==> config.mk <==
export PLATFORM = sky130hd
export DESIGN_NAME = dec_arat_recov_module
export DESIGN_NICKNAME = d
export VERILOG_FILES = /design/src/rtl/dec_arat_recov_module.sv
export SDC_FILE = /design/constraint.sdc
export NUM_CORES = 1
export LEC_CHECK = 0
export CAP_MARGIN = 20
export CORE_ASPECT_RATIO = 0.5
export CORE_MARGIN = 5
export CORE_UTILIZATION = 31
export CTS_BUF_LIST = sky130_fd_sc_hd__clkbuf_16
export DETAILED_ROUTE_END_ITERATION = 10
export PLACE_DENSITY = 0.59
export SLEW_MARGIN = 10
export SYNTH_ARGS = -nofsm -noshare
export SYNTH_HDL_FRONTEND = slang
export SYNTH_SLANG_ARGS = --single-unit
==> constraint.sdc <==
create_clock -name clk -period 7.9 [get_ports clk]
set_input_delay 1.58 -clock clk [delete_from_list [all_inputs] [get_ports clk]]
set_output_delay 1.58 -clock clk [all_outputs]
set_load 0.03 [all_outputs]
==> src/rtl/dec_arat_recov_module.sv <==
// Architectural register alias table: retire-time commit with youngest-wins collision
// handling, freed-register return, and a backpressured multi-beat recovery stream.
module dec_arat_recov_module #(
  parameter int ARF_NUM        = 32,
  parameter int ARF_CODE_WIDTH = 5,
  parameter int PRF_CODE_WIDTH = 7,
  parameter int RET_WIDTH      = 4,
  parameter int RECOV_LANES    = 8
) (
  input  logic                                  clk,
  input  logic                                  rst,
  input  logic [RET_WIDTH-1:0]                  i_arat_wren,
  input  logic [RET_WIDTH*ARF_CODE_WIDTH-1:0]   i_arat_wr_dst_code,
  input  logic [RET_WIDTH*PRF_CODE_WIDTH-1:0]   i_arat_wr_prf_code,
  output logic [RET_WIDTH-1:0]                  o_arat_ret_vld,
  output logic [RET_WIDTH*PRF_CODE_WIDTH-1:0]   o_arat_ret_prf_code,
  input  logic                                  i_arat_recov_req,
  output logic                                  o_arat_recov_busy,
  output logic                                  o_arat_recov_vld,
  input  logic                                  i_arat_recov_rdy,
  output logic [ARF_CODE_WIDTH-1:0]             o_arat_recov_idx,
  output logic [RECOV_LANES*PRF_CODE_WIDTH-1:0] o_arat_recov_prf_code,
  output logic                                  o_arat_recov_last
);

  localparam int BEATS  = ARF_NUM / RECOV_LANES;
  localparam int BEAT_W = (BEATS > 1) ? $clog2(BEATS) : 1;

  typedef enum logic {
    IDLE   = 1'b0,
    STREAM = 1'b1
  } state_t;

  state_t                    state_q;
  logic [BEAT_W-1:0]         beat_q;
  logic                      last_beat;

  logic [PRF_CODE_WIDTH-1:0] arat_q   [1:ARF_NUM-1];
  logic [PRF_CODE_WIDTH-1:0] arat_d   [1:ARF_NUM-1];
  logic [PRF_CODE_WIDTH-1:0] table_rd [ARF_NUM];

  logic [RET_WIDTH-1:0]      eff;
  logic [ARF_CODE_WIDTH-1:0] dst     [RET_WIDTH];
  logic [PRF_CODE_WIDTH-1:0] prf     [RET_WIDTH];
  logic [PRF_CODE_WIDTH-1:0] ret_val [RET_WIDTH];

  // Retirement is frozen while streaming so the recovery image stays coherent.
  always_comb begin
    for (int k = 0; k < RET_WIDTH; k++) begin
      dst[k] = i_arat_wr_dst_code[k*ARF_CODE_WIDTH +: ARF_CODE_WIDTH];
      prf[k] = i_arat_wr_prf_code[k*PRF_CODE_WIDTH +: PRF_CODE_WIDTH];
      eff[k] = (state_q == IDLE) && i_arat_wren[k] && (dst[k] != '0);
    end
  end

  always_comb begin
    table_rd[0] = '0;
    for (int i = 1; i < ARF_NUM; i++) begin
      table_rd[i] = arat_q[i];
    end
  end

  // An older slot in the same bundle writing the same destination supplies the freed register.
  always_comb begin
    for (int k = 0; k < RET_WIDTH; k++) begin
      ret_val[k] = table_rd[dst[k]];
      for (int j = 0; j < k; j++) begin
        if (eff[j] && (dst[j] == dst[k])) begin
          ret_val[k] = prf[j];
        end
      end
    end
  end

  always_comb begin
    o_arat_ret_prf_code = '0;
    for (int k = 0; k < RET_WIDTH; k++) begin
      if (eff[k]) begin
        o_arat_ret_prf_code[k*PRF_CODE_WIDTH +: PRF_CODE_WIDTH] = ret_val[k];
      end
    end
  end

  assign o_arat_ret_vld = eff;

  // Ascending slot order makes the youngest effective writer win.
  always_comb begin
    for (int i = 1; i < ARF_NUM; i++) begin
      arat_d[i] = arat_q[i];
      for (int k = 0; k < RET_WIDTH; k++) begin
        if (eff[k] && (dst[k] == ARF_CODE_WIDTH'(i))) begin
          arat_d[i] = prf[k];
        end
      end
    end
  end

  always_ff @(posedge clk) begin
    for (int i = 1; i < ARF_NUM; i++) begin
      if (rst) begin
        arat_q[i] <= PRF_CODE_WIDTH'(i);
      end else begin
        arat_q[i] <= arat_d[i];
      end
    end
  end

  assign last_beat = (beat_q == BEAT_W'(BEATS - 1));

  // Recovery channel: a beat transfers when vld && rdy; with rdy low every
  // recovery output holds its value.
  always_ff @(posedge clk) begin
    if (rst) begin
      state_q <= IDLE;
      beat_q  <= '0;
    end else begin
      case (state_q)
        IDLE: begin
          if (i_arat_recov_req) begin
            state_q <= STREAM;
            beat_q  <= '0;
          end
        end
        STREAM: begin
          if (i_arat_recov_rdy) begin
            if (last_beat) begin
              state_q <= IDLE;
            end else begin
              beat_q <= beat_q + 1'b1;
            end
          end
        end
        default: begin
          state_q <= IDLE;
          beat_q  <= '0;
        end
      endcase
    end
  end

  assign o_arat_recov_busy = (state_q == STREAM);
  assign o_arat_recov_vld  = (state_q == STREAM);
  assign o_arat_recov_last = (state_q == STREAM) && last_beat;
  assign o_arat_recov_idx  = ARF_CODE_WIDTH'(int'(beat_q) * RECOV_LANES);

  always_comb begin
    o_arat_recov_prf_code = '0;
    if (state_q == STREAM) begin
      for (int j = 0; j < RECOV_LANES; j++) begin
        o_arat_recov_prf_code[j*PRF_CODE_WIDTH +: PRF_CODE_WIDTH] =
          table_rd[int'(o_arat_recov_idx) + j];
      end
    end
  end

endmodule

==> metrics.cfg <==
[outcome]
outcome=complete, no violations

[setup_path]
endpoint_kind=primary output
start_kind=input pin
crit_fanout=11
cp.required_ps=6320
r2r_start=o_arat_recov_busy$_SDFF_PP0_
ff2ff_setup_slack_ps=3780
rr_worst_depth=7
criticalPathCategory=in2out
crit_end=o_arat_ret_prf_code[27]
worst_setup_path_startpoint=i_arat_wr_dst_code[4]
worstReg2RegEnd=arat_q[0][74]$_SDFFE_PP0P_
worstPathArrival_ps=5410

[grt]
grt_max_degree=187
grt_overflow=0
grt_usage_pct=35.6
antenna_found_initial=21
grt_pass1_vias=25700
grt_pass1_wl_mm=216

[die]
ioPinCount=152
die_x_um=410
core_mm2=0.0794
rows=73
initial_core_util_pct=31.2
dieArea_mm2=0.0861
die_h_um=210

[placement]
numPortBuffers=148
hpwl_mm=113
dp_cells=3860
gp_congestion=1.11

[clocking]
clk_latency_ps=630
clkSlewWorstSetupHoldPaths_ps=60
cts_sinks=220
tritoncts=yes
cts-root-buf=clkbuf_16
ctsHoldBuffers=0
h-tree-depth=1
cts_setup_buffers=0
cts_buffers=26
cts_resized=0
clockBufferDepth=3

[yosys]
synth_area_mm2=0.0248
avgSynthCellArea_um2=8.48
synth_flop_cell=dfxtp_1
synthCells=2925
synthArstFlopShare_pct=0
yosysSeqAreaShare_pct=17.8
ys_ff_latch=220
synth_edf_count=0
synth_warnings=0
yosysUniqueCellTypes=80

[pwr]
power_frac_comb_pct=30.5
p_sw_share_pct=40.2
pwr-share-clk_pct=34.0
p_int_mw=2.16
total_power_mw=3.61
leakage_nw=9.05
switching_power_mw=1.45
power.density_mw_per_mm2=131
seqPwrFrac_pct=35.6
ir_drop_uv=174

[sta]
hold_viol_final=0
slew_violations=0
fmax_mhz=143
rsz0062_at_grt=false
skew_ps=31.4
worstMarginPinSlew_ps=1310
min_period_ps=6990
fin_crit_sh_pct=88.5
slew_headroom_pct=12.1
final-setup-viol-count=0
fin_setup_tns_ps=0

[cells_and_area]
area_delta_synth_final_pct=10.9
mostFrequentLayoutCells=nand2_1, nor2_1, mux4_2
nFillCells=8154
final_common_cell=nand2_1
final_nets=2898
drive_gt1_share_pct=16.6
final_cell_count_no_fill=3922

[drt]
drt_wl_total_mm=162
viasPerCell=7.43
vias=29100
initialDrtViolationCount=5416
wl_per_cell_um=41.3
drtPass1Iterations=9
ant_nets=0
drc_errors=0

[flow_run]
max-cap-violations=0

[min_path]
hold_path.class=reg2reg

==> synth_stat cells (all sizes together), types with 5 or more instances <==
| cell | instances | area, um^2 |
|---|---|---|
| nand3b | 6 | 45.0 |
| and3 | 5 | 31.3 |
| and2 | 63 | 394 |
| nor2 | 254 | 956 |
| a211oi | 100 | 751 |
| or2 | 9 | 56.3 |
| o211ai | 213 | 1620 |
| o21ai | 59 | 295 |
| nand2 | 321 | 1210 |
| nand3 | 64 | 340 |
| and4 | 6 | 52.6 |
| nand2b | 21 | 131 |
| a21oi | 195 | 976 |
| buf | 156 | 836 |
| mux2 | 37 | 417 |
| a22o | 16 | 140 |
| clkbuf | 197 | 739 |
| mux4 | 235 | 5290 |
| inv | 14 | 52.6 |
| a221oi | 20 | 175 |
| xor2 | 18 | 158 |
| o221ai | 7 | 61.3 |
| o22ai | 16 | 100 |
| dfxtp | 220 | 4400 |
| xnor2 | 12 | 105 |
| nor2b | 33 | 209 |
| nor4 | 9 | 96.3 |
| a22oi | 29 | 218 |
| o2111ai | 5 | 43.8 |
| a311oi | 80 | 726 |
| a31oi | 79 | 494 |
| nor3 | 116 | 721 |
| nand4 | 27 | 188 |
| a221o | 17 | 170 |
| mux2i | 212 | 2120 |
==> flip-flops by register name, summed over array words and instances (netlist names) <==
register	flops
arat_q	217
beat_q	2
o_arat_recov_busy	1
==> power groups by stage <==
| stage | registers (mW) | logic (mW) | clock network, mW |
|---|---|---|---|
| 5_1_grt | 1.27 | 1.11 | 1.25 |
| 3_3_place_gp | 1.29 | 1.03 | 0 |
| 2_1_floorplan | 1.20 | 0.672 | 0 |
| 4_1_cts | 1.26 | 1.04 | 1.21 |
| 6_report | 1.28 | 1.10 | 1.23 |
| 3_5_place_dp | 1.29 | 1.04 | 0 |
==> worst max-delay path: stages <==
cell	delay [ps]
clkdlybuf4s50_1	870
o41ai_2	170
buf_4	200
nor4_2	960
a221oi_1	230
nor3_1	600
clkdlybuf4s50_1	800
==> final cells by class <==
cell class | count | area [um^2] | area share [%]
flip-flops and latches | 220 | 4410 | 16.0
multi-input cells | 2337 | 18800 | 68.2
clock inverters | 20 | 150 | 0.546
repair buffers | 239 | 2120 | 7.70
well taps | 1050 | 1310 | 4.78
clock buffers | 26 | 651 | 2.36
diodes | 13 | 32.5 | 0.118
inverters | 17 | 63.8 | 0.232
==> stage by stage <==
stage	setup WS, ps	utilization [%]	area, um^2	hold slack [ps]
6_report	907	34.7	27500	582
5_1_grt	925	34.6	27500	625
2_1_floorplan	2580	-	24800	509
3_3_place_gp	1020	33.6	26600	562
4_1_cts	1030	34.6	27500	571
3_5_place_dp	1040	33.6	26700	563
==> logic make-up after synthesis <==
kind of cell,Yosys count,share of synthesized area [%]
AO/OA/AOI/OAI,865,24.3
XOR/XNOR,30,1.06
adder cells (fa/ha/maj),1,0.0505
buffers and inverters,370,6.61
flip-flops,220,17.8
multiplexers,484,31.6
other,1,0.0151
AND/OR/NAND/NOR,954,18.6
==> metal layers <==
metal	track usage, %	wire length, um	vias to the layer above
met4	22.1	13100	20
met3	18.3	28400	718
met2	46.8	60300	2967
met5	0	211	-
met1	45.6	59700	14200
li1	-	-	11300
==> worst min path at each step <==
stage,end,cells after the start,slack (ps),startpoint
6_report,arat_q[0][102]$_SDFFE_PP0P_,2,580,arat_q[0][102]$_SDFFE_PP0P_
5_1_grt,arat_q[0][102]$_SDFFE_PP0P_,2,620,arat_q[0][102]$_SDFFE_PP0P_
4_1_cts,arat_q[0][102]$_SDFFE_PP0P_,2,570,arat_q[0][102]$_SDFFE_PP0P_
3_5_place_dp,arat_q[0][102]$_SDFFE_PP0P_,2,560,arat_q[0][102]$_SDFFE_PP0P_
3_3_place_gp,arat_q[0][102]$_SDFFE_PP0P_,2,560,arat_q[0][102]$_SDFFE_PP0P_
2_1_floorplan,arat_q[0][24]$_SDFFE_PP0P_,2,510,arat_q[0][24]$_SDFFE_PP0P_
Power figures use the tool's default switching activity.
